### src/rtl/caliptra_fpga_event_pkg.sv
`timescale 1ns/1ps
`default_nettype none
// ============================================================================
// Module      : caliptra_fpga_event_pkg
// Description : Shared types for the sync-wrapper event monitor: channel
//               watch modes and the event FIFO entry layout.
// Revision    : 1.0 - initial release
// ============================================================================
package caliptra_fpga_event_pkg;

    // Per-channel watch mode, encoded as driven on ch_mode_i
    typedef enum logic [1:0] {
        EV_LEVEL  = 2'b00,
        EV_CHANGE = 2'b01,
        EV_RISE   = 2'b10,
        EV_FALL   = 2'b11
    } ev_mode_e;

    // Default entry geometry, matching the monitor's default parameters
    localparam int EV_NUM_CH = 4;
    localparam int EV_CH_W   = 64;
    localparam int EV_TS_W   = 32;

    // Entry layout, MSB first: timestamp, hit vector, data
    typedef struct packed {
        logic [EV_TS_W-1:0]   ts;
        logic [EV_NUM_CH-1:0] hits;
        logic [EV_CH_W-1:0]   data;
    } ev_entry_t;

    // Flat width of an entry for an arbitrary monitor configuration
    function automatic int ev_entry_width(input int ts_w, input int num_ch, input int ch_w);
        return ts_w + num_ch + ch_w;
    endfunction

endpackage
`default_nettype wire

### src/rtl/caliptra_fpga_event_fifo.sv
`timescale 1ns/1ps
`default_nettype none
// ============================================================================
// Module      : caliptra_fpga_event_fifo
// Description : Show-ahead synchronous FIFO with occupancy output. The head
//               entry is presented from storage registers whenever not empty.
//               Push while full is accepted only if a pop frees a slot.
// Revision    : 1.0 - initial release
// ============================================================================
module caliptra_fpga_event_fifo #(
    parameter int WIDTH = 8,
    parameter int DEPTH = 16
) (
    input  logic                     aclk_gated,
    input  logic                     rstn,
    input  logic                     push,
    input  logic                     pop,
    input  logic [WIDTH-1:0]         wdata,
    output logic                     full,
    output logic                     empty,
    output logic [WIDTH-1:0]         rdata,
    output logic [$clog2(DEPTH):0]   level
);

    localparam int AW = $clog2(DEPTH);

    logic [WIDTH-1:0] mem [DEPTH];
    logic [AW-1:0]    wr_ptr;
    logic [AW-1:0]    rd_ptr;
    logic [AW:0]      count;
    logic             do_push;
    logic             do_pop;

    // DEPTH is a power of two and count never exceeds it, so the MSB alone means full
    assign full    = count[AW];
    assign empty   = (count == '0);
    assign do_pop  = pop & ~empty;
    assign do_push = push & (~full | do_pop);
    assign rdata   = mem[rd_ptr];
    assign level   = count;

    // Entry storage; contents are don't-care until written
    always_ff @(posedge aclk_gated) begin
        if (do_push) begin
            mem[wr_ptr] <= wdata;
        end
    end

    // Pointers and occupancy; pointers wrap naturally at DEPTH
    always_ff @(posedge aclk_gated or negedge rstn) begin
        if (!rstn) begin
            wr_ptr <= '0;
            rd_ptr <= '0;
            count  <= '0;
        end else begin
            if (do_push) wr_ptr <= wr_ptr + AW'(1);
            if (do_pop)  rd_ptr <= rd_ptr + AW'(1);
            count <= count + {{AW{1'b0}}, do_push} - {{AW{1'b0}}, do_pop};
        end
    end

endmodule
`default_nettype wire

### src/rtl/caliptra_fpga_event_monitor.sv
`timescale 1ns/1ps
`default_nettype none
// ============================================================================
// Module      : caliptra_fpga_event_monitor
// Description : N-channel breakpoint/event monitor. Each channel compares a
//               masked watched value against its previous value under a
//               per-channel mode, drives a zero-latency breakpoint, keeps a
//               sticky hit and a saturating count, and logs timestamped hits
//               into a show-ahead event FIFO.
// Revision    : 1.0 - initial release
// ============================================================================
module caliptra_fpga_event_monitor
    import caliptra_fpga_event_pkg::*;
#(
    parameter int NUM_CH     = 4,
    parameter int CH_W       = 64,
    parameter int FIFO_DEPTH = 16,
    parameter int TS_W       = 32,
    parameter int CNT_W      = 16
) (
    input  logic                          aclk_gated,
    input  logic                          rstn,
    input  logic [NUM_CH*CH_W-1:0]        ch_data_i,
    input  logic [NUM_CH*CH_W-1:0]        ch_mask_i,
    input  logic [NUM_CH*2-1:0]           ch_mode_i,
    input  logic [NUM_CH-1:0]             ch_en_i,
    input  logic                          clr_i,
    output logic                          bkpt_o,
    output logic [NUM_CH-1:0]             hit_o,
    output logic [NUM_CH*CNT_W-1:0]       hit_cnt_o,
    output logic                          ev_valid_o,
    input  logic                          ev_pop_i,
    output logic [TS_W-1:0]               ev_ts_o,
    output logic [NUM_CH-1:0]             ev_hits_o,
    output logic [CH_W-1:0]               ev_data_o,
    output logic [$clog2(FIFO_DEPTH):0]   ev_level_o,
    output logic                          ev_overflow_o,
    output logic [CNT_W-1:0]              ev_drop_cnt_o
);

    localparam int ENTRY_W = ev_entry_width(TS_W, NUM_CH, CH_W);

    logic [CH_W-1:0]    ch_data [NUM_CH];
    logic [NUM_CH-1:0]  hit_now;
    logic               prev_valid;
    logic [TS_W-1:0]    ts;
    logic [CH_W-1:0]    sel_data;
    logic [ENTRY_W-1:0] push_entry;
    logic [ENTRY_W-1:0] head_entry;
    logic               push;
    logic               fifo_full;
    logic               fifo_empty;
    logic               drop;

    for (genvar i = 0; i < NUM_CH; i++) begin : g_ch
        logic [CH_W-1:0]  prev;
        logic [CH_W-1:0]  m;
        logic [CH_W-1:0]  pm;
        logic             cond;
        logic             hit_q;
        logic [CNT_W-1:0] cnt;

        assign ch_data[i] = ch_data_i[i*CH_W +: CH_W];
        assign m          = ch_data[i] & ch_mask_i[i*CH_W +: CH_W];
        assign pm         = prev & ch_mask_i[i*CH_W +: CH_W];

        // Mode condition; edge modes need a valid previous sample
        always_comb begin
            cond = 1'b0;
            case (ev_mode_e'(ch_mode_i[2*i +: 2]))
                EV_LEVEL:  cond = |m;
                EV_CHANGE: cond = prev_valid & (|(m ^ pm));
                EV_RISE:   cond = prev_valid & (|(m & ~pm));
                EV_FALL:   cond = prev_valid & (|(~m & pm));
                default:   cond = 1'b0;
            endcase
        end

        assign hit_now[i] = ch_en_i[i] & cond;

        // Previous sample, sticky hit and saturating count; a hit coincident with clear survives it
        always_ff @(posedge aclk_gated or negedge rstn) begin
            if (!rstn) begin
                prev  <= '0;
                hit_q <= 1'b0;
                cnt   <= '0;
            end else begin
                prev <= ch_data[i];
                if (clr_i) begin
                    hit_q <= hit_now[i];
                    cnt   <= hit_now[i] ? CNT_W'(1) : '0;
                end else if (hit_now[i]) begin
                    hit_q <= 1'b1;
                    if (cnt != '1) cnt <= cnt + CNT_W'(1);
                end
            end
        end

        assign hit_o[i]                     = hit_q;
        assign hit_cnt_o[i*CNT_W +: CNT_W]  = cnt;
    end

    assign bkpt_o = |hit_now;

    // Data of the lowest-index channel hitting this cycle
    always_comb begin
        sel_data = '0;
        for (int i = NUM_CH - 1; i >= 0; i--) begin
            if (hit_now[i]) sel_data = ch_data[i];
        end
    end

    // Free-running timestamp and first-edge qualifier for edge modes
    always_ff @(posedge aclk_gated or negedge rstn) begin
        if (!rstn) begin
            prev_valid <= 1'b0;
            ts         <= '0;
        end else begin
            prev_valid <= 1'b1;
            ts         <= ts + TS_W'(1);
        end
    end

    assign push       = |hit_now;
    assign push_entry = {ts, hit_now, sel_data};
    assign drop       = push & fifo_full & ~ev_pop_i;

    caliptra_fpga_event_fifo #(
        .WIDTH (ENTRY_W),
        .DEPTH (FIFO_DEPTH)
    ) u_fifo (
        .aclk_gated (aclk_gated),
        .rstn       (rstn),
        .push       (push),
        .pop        (ev_pop_i),
        .wdata      (push_entry),
        .full       (fifo_full),
        .empty      (fifo_empty),
        .rdata      (head_entry),
        .level      (ev_level_o)
    );

    assign ev_valid_o = ~fifo_empty;
    assign ev_ts_o    = head_entry[ENTRY_W-1 -: TS_W];
    assign ev_hits_o  = head_entry[CH_W +: NUM_CH];
    assign ev_data_o  = head_entry[CH_W-1:0];

    // Overflow flag and saturating drop count; a drop coincident with clear survives it
    always_ff @(posedge aclk_gated or negedge rstn) begin
        if (!rstn) begin
            ev_overflow_o <= 1'b0;
            ev_drop_cnt_o <= '0;
        end else if (clr_i) begin
            ev_overflow_o <= drop;
            ev_drop_cnt_o <= drop ? CNT_W'(1) : '0;
        end else if (drop) begin
            ev_overflow_o <= 1'b1;
            if (ev_drop_cnt_o != '1) ev_drop_cnt_o <= ev_drop_cnt_o + CNT_W'(1);
        end
    end

endmodule
`default_nettype wire
### config.mk
export PLATFORM = sky130hd
export DESIGN_NAME = caliptra_fpga_event_monitor
export DESIGN_NICKNAME = d
export VERILOG_FILES = /design/src/rtl/caliptra_fpga_event_pkg.sv /design/src/rtl/caliptra_fpga_event_fifo.sv /design/src/rtl/caliptra_fpga_event_monitor.sv
export SDC_FILE = /design/constraint.sdc
export NUM_CORES = 2
export LEC_CHECK = 0
export BUFFER_PORTS_ARGS = -buffer_cell sky130_fd_sc_hd__clkbuf_2
export CELL_PAD_IN_SITES_DETAIL_PLACEMENT = 0
export CELL_PAD_IN_SITES_GLOBAL_PLACEMENT = 2
export CORE_MARGIN = 2
export CORE_UTILIZATION = 35
export DETAILED_ROUTE_END_ITERATION = 8
export PLACE_DENSITY_LB_ADDON = 0.1
export SLEW_MARGIN = 10
export SYNTH_ARGS = -nofsm -noshare
export SYNTH_HDL_FRONTEND = slang
export SYNTH_SLANG_ARGS = --single-unit
### constraint.sdc
create_clock -name aclk_gated -period 16.9 [get_ports aclk_gated]
set_input_delay 5.07 -clock aclk_gated [delete_from_list [all_inputs] [get_ports aclk_gated]]
set_output_delay 5.07 -clock aclk_gated [all_outputs]
set_load 0.01 [all_outputs]
==> results.py <==
metrics = {
    "yosys": {
        "synthCells": 5432,
        "syn_area_um2": 88400,
        "synth_seq_cells": 1987,
        "syn_avg_cell_area_um2": 16.3,
        "async_flop_share": 0.195,
        "yosys_warnings": 0,
        "synth_nets": 6490,
        "synth_ff_type": "edfxtp_1",
        "yosysSeqAreaShare": 0.653,
        "synth.distinct_cells": 67,
        "synth-edff-count": 1600,
    },
    "global_routing": {
        "overflow": 0,
        "grt_max_degree": 124,
        "grt_pass1_wl_mm": 440,
        "antenna_found_initial": 88,
        "track_usage": 0.247,
        "first_global_vias": 53641,
    },
    "detailed_routing": {
        "finalWirelength_mm": 318,
        "first_pass_iters": 6,
        "post_drt_wl_per_cell_um": 32.3,
        "vias": 51781,
        "drt_iter0_drc": 4186,
        "viasPerCell": 5.25,
        "drc": 0,
        "ant_nets": 0,
    },
    "clocking": {
        "clock_latency_ps": 880,
        "cts_buffers": 216,
        "clk_pin_slew_worst_paths_ps": 50,
        "clockBufferDepth": 3,
        "root_buffer": "clkbuf_16",
        "cts-hold-fix-buffers": 0,
        "post_cts_buffers": 0,
        "cts-htree-levels": 4,
        "cts_tree": "built",
        "cts_sinks": 1987,
        "cts_resized": 0,
    },
    "placement": {
        "dpl_cell_area_um2": 96700,
        "dp_hpwl_mm": 225,
        "portBuffers": 719,
        "place_congestion": 0.900,
    },
    "timing": {
        "finalCriticalPeriod_ps": 13810,
        "fin_worst_skew_ps": 97.0,
        "slew_headroom": 0.162,
        "setup_viol": 0,
        "slew_violations": 0,
        "worstMarginPinSlew_ps": 1250,
        "hold_viol_final": 0,
        "tns_ps": 0,
        "fmax_ghz": 0.0724,
        "rsz0062_at_grt": "false",
        "fin_crit_sh": 0.817,
    },
    "critical_path": {
        "ff2ff_setup_slack_ps": 10820,
        "worst_setup_path_start_kind": "input port",
        "path_cells": "clkbuf_2, nand2_1, inv_1, ha_1, nand4_1, nor4_1, nand4_1, o41ai_1, o31a_1, o2111a_1, buf_4, inv_2, clkbuf_2",
        "cp_max_fo": 27,
        "critPathArrivalTime_ps": 8740,
        "r2r_end": "u_fifo.mem[7][29]",
        "critPathCapture": "bkpt_o",
        "worstSetupPathType": "in -> out",
        "crit_slowest_cell": "nand4_1",
        "cp_slowest_stage_delay_ps": 570,
        "crit_path_start": "ch_data_i[111]",
        "cp.required_ps": 11830,
        "worstRegToRegCells": 11,
        "endpoint_kind": "output pin",
        "r2r-start": "g_ch[1].prev[50]",
    },
    "finish": {
        "area.sequential_um2": 57700,
        "multi_input_area_um2": 28100,
        "stdcell_area_um2": 104000,
        "drive_gt1_frac": 0.285,
        "nNetsFinal": 7366,
        "fin_util": 0.415,
        "syn2layout_area_growth_pct": 17.8,
        "nFillCells": 22940,
    },
    "die": {
        "num_rows": 184,
        "core_um2": 251000,
        "start_util": 0.352,
        "die_h_um": 507,
        "ios": 720,
        "die-area_um2": 257000,
        "die_w_um": 507,
    },
    "pwr": {
        "peakVddDrop_mv": 0.136,
        "leakage_nw": 41.4,
        "p_per_area_nw_per_um2": 146,
    },
    "outcome": {
        "status": "finished, final reports clean",
    },
    "flow_run": {
        "maxCapViolations": 0,
    },
    "min_path": {
        "hold_class": "reg -> reg",
    },
}
-- synth_stat cells, types with 14 or more instances --
cell	number	area share
a221oi_1	14	0.0014
xor2_1	19	0.0019
mux4_2	500	0.13
nor2_1	143	0.0061
buf_2	20	0.0011
and2_1	14	0.00099
nand2_1	637	0.027
a22oi_1	59	0.0050
ha_1	529	0.075
dfrtp_1	387	0.11
nand3_1	57	0.0032
clkbuf_1	110	0.0047
xnor2_1	52	0.0052
inv_1	544	0.023
buf_1	41	0.0017
and3_1	22	0.0016
nor4_1	155	0.011
nand4_1	152	0.011
a21oi_1	36	0.0020
and4_1	14	0.0014
or4_1	23	0.0020
nor3_1	24	0.0014
mux2_2	14	0.0018
a221oi_2	50	0.0085
o31ai_2	60	0.0085
o31ai_1	23	0.0020
edfxtp_1	1600	0.54
-- worst min path at each step --
stage	from	to	slack [ps]	cells after the start
after floorplan	g_ch[0].hit_q	g_ch[0].hit_q	450	1
after global placement	g_ch[1].hit_q	g_ch[1].hit_q	470	1
after detailed placement	g_ch[0].hit_q	g_ch[0].hit_q	480	1
after CTS	g_ch[1].hit_q	g_ch[1].hit_q	490	1
after global routing	g_ch[1].hit_q	g_ch[1].hit_q	520	1
final	g_ch[1].hit_q	g_ch[1].hit_q	490	1
-- sequential cells by signal, indices dropped and copies added (netlist names) --
signal         count
g_ch.hit_q         4
u_fifo.wr_ptr      4
ev_drop_cnt_o     16
g_ch.prev        256
u_fifo.level       5
u_fifo.mem      1600
ts                32
u_fifo.rd_ptr      4
ev_overflow_o      1
prev_valid         1
g_ch.cnt          64
-- through the flow --
step	power, mW	cells	setup WS [ps]	hold WS, ps
global placement	10.6	9430	2040	472
CTS	15.5	9846	3010	493
floorplan	8.81	5432	-853	455
finish	15.2	9870	3090	490
global route	15.9	9855	2930	520
detailed placement	10.6	9438	3020	479
-- cells by family after synthesis --
group	Yosys count	share of synthesized area
buffers and inverters	734	0.0325
muxes	517	0.130
xor gates and xnor gates	71	0.00704
and+or+nand+nor	1306	0.0713
DFF	1987	0.653
other	1	0.0000424
adders and majority gates	530	0.0751
AOI/OAI and AO/OA	286	0.0313
-- layout by cell type, fill, tap and decap left out, types with 24 or more instances in the layout --
cell / Yosys / layout
edfxtp_1: 1600 / 1600
clkbuf_2: 0 / 717
nand2_1: 637 / 637
inv_1: 544 / 542
ha_1: 529 / 529
mux4_2: 500 / 500
dfrtp_1: 387 / 383
clkbuf_16: 0 / 218
nand4_1: 152 / 152
nor4_1: 155 / 139
nor2_1: 143 / 135
buf_4: 11 / 117
a22oi_1: 59 / 59
nand3_1: 57 / 57
xnor2_1: 52 / 52
clkbuf_1: 110 / 52
a221oi_2: 50 / 50
o31ai_2: 60 / 49
clkinv_2: 0 / 45
a21oi_1: 36 / 36
clkinv_1: 0 / 30
diode_2: 0 / 24
-- routing by layer --
layer | vias to the layer above | track usage | part of all wire
met5 | - | 0 | 0.0019
met4 | 98 | 0.0711 | 0.030
met3 | 422 | 0.0504 | 0.056
met2 | 1444 | 0.417 | 0.49
met1 | 27236 | 0.322 | 0.42
li1 | 22581 | - | -
-- report_power, final --
part	leakage (nW)	total [mW]	internal [mW]	switching [mW]
registers	19.6	6.10	5.89	0.209
logic	18.3	4.31	1.80	2.50
clock network	3.55	4.81	2.76	2.05
total	41.4	15.2	10.4	4.77
-- cell type report --
type / count / share of cell area
Tap cell: 3348 / 0.0402
Clock inverter: 116 / 0.0128
Sequential cell: 1987 / 0.554
Antenna cell: 24 / 0.000577
Timing Repair Buffer: 846 / 0.0449
Inverter: 546 / 0.0198
Multi-Input combinational cell: 2711 / 0.270
Clock buffer: 292 / 0.0572
-- critical path, delay by kind of cell --
kind	cells	cell delay, ps
and+or+nand+nor	4	1460
buffers and inverters	5	760
AOI/OAI and AO/OA	3	1110
adders and majority gates	1	280
(Power assumes the default switching activity.)
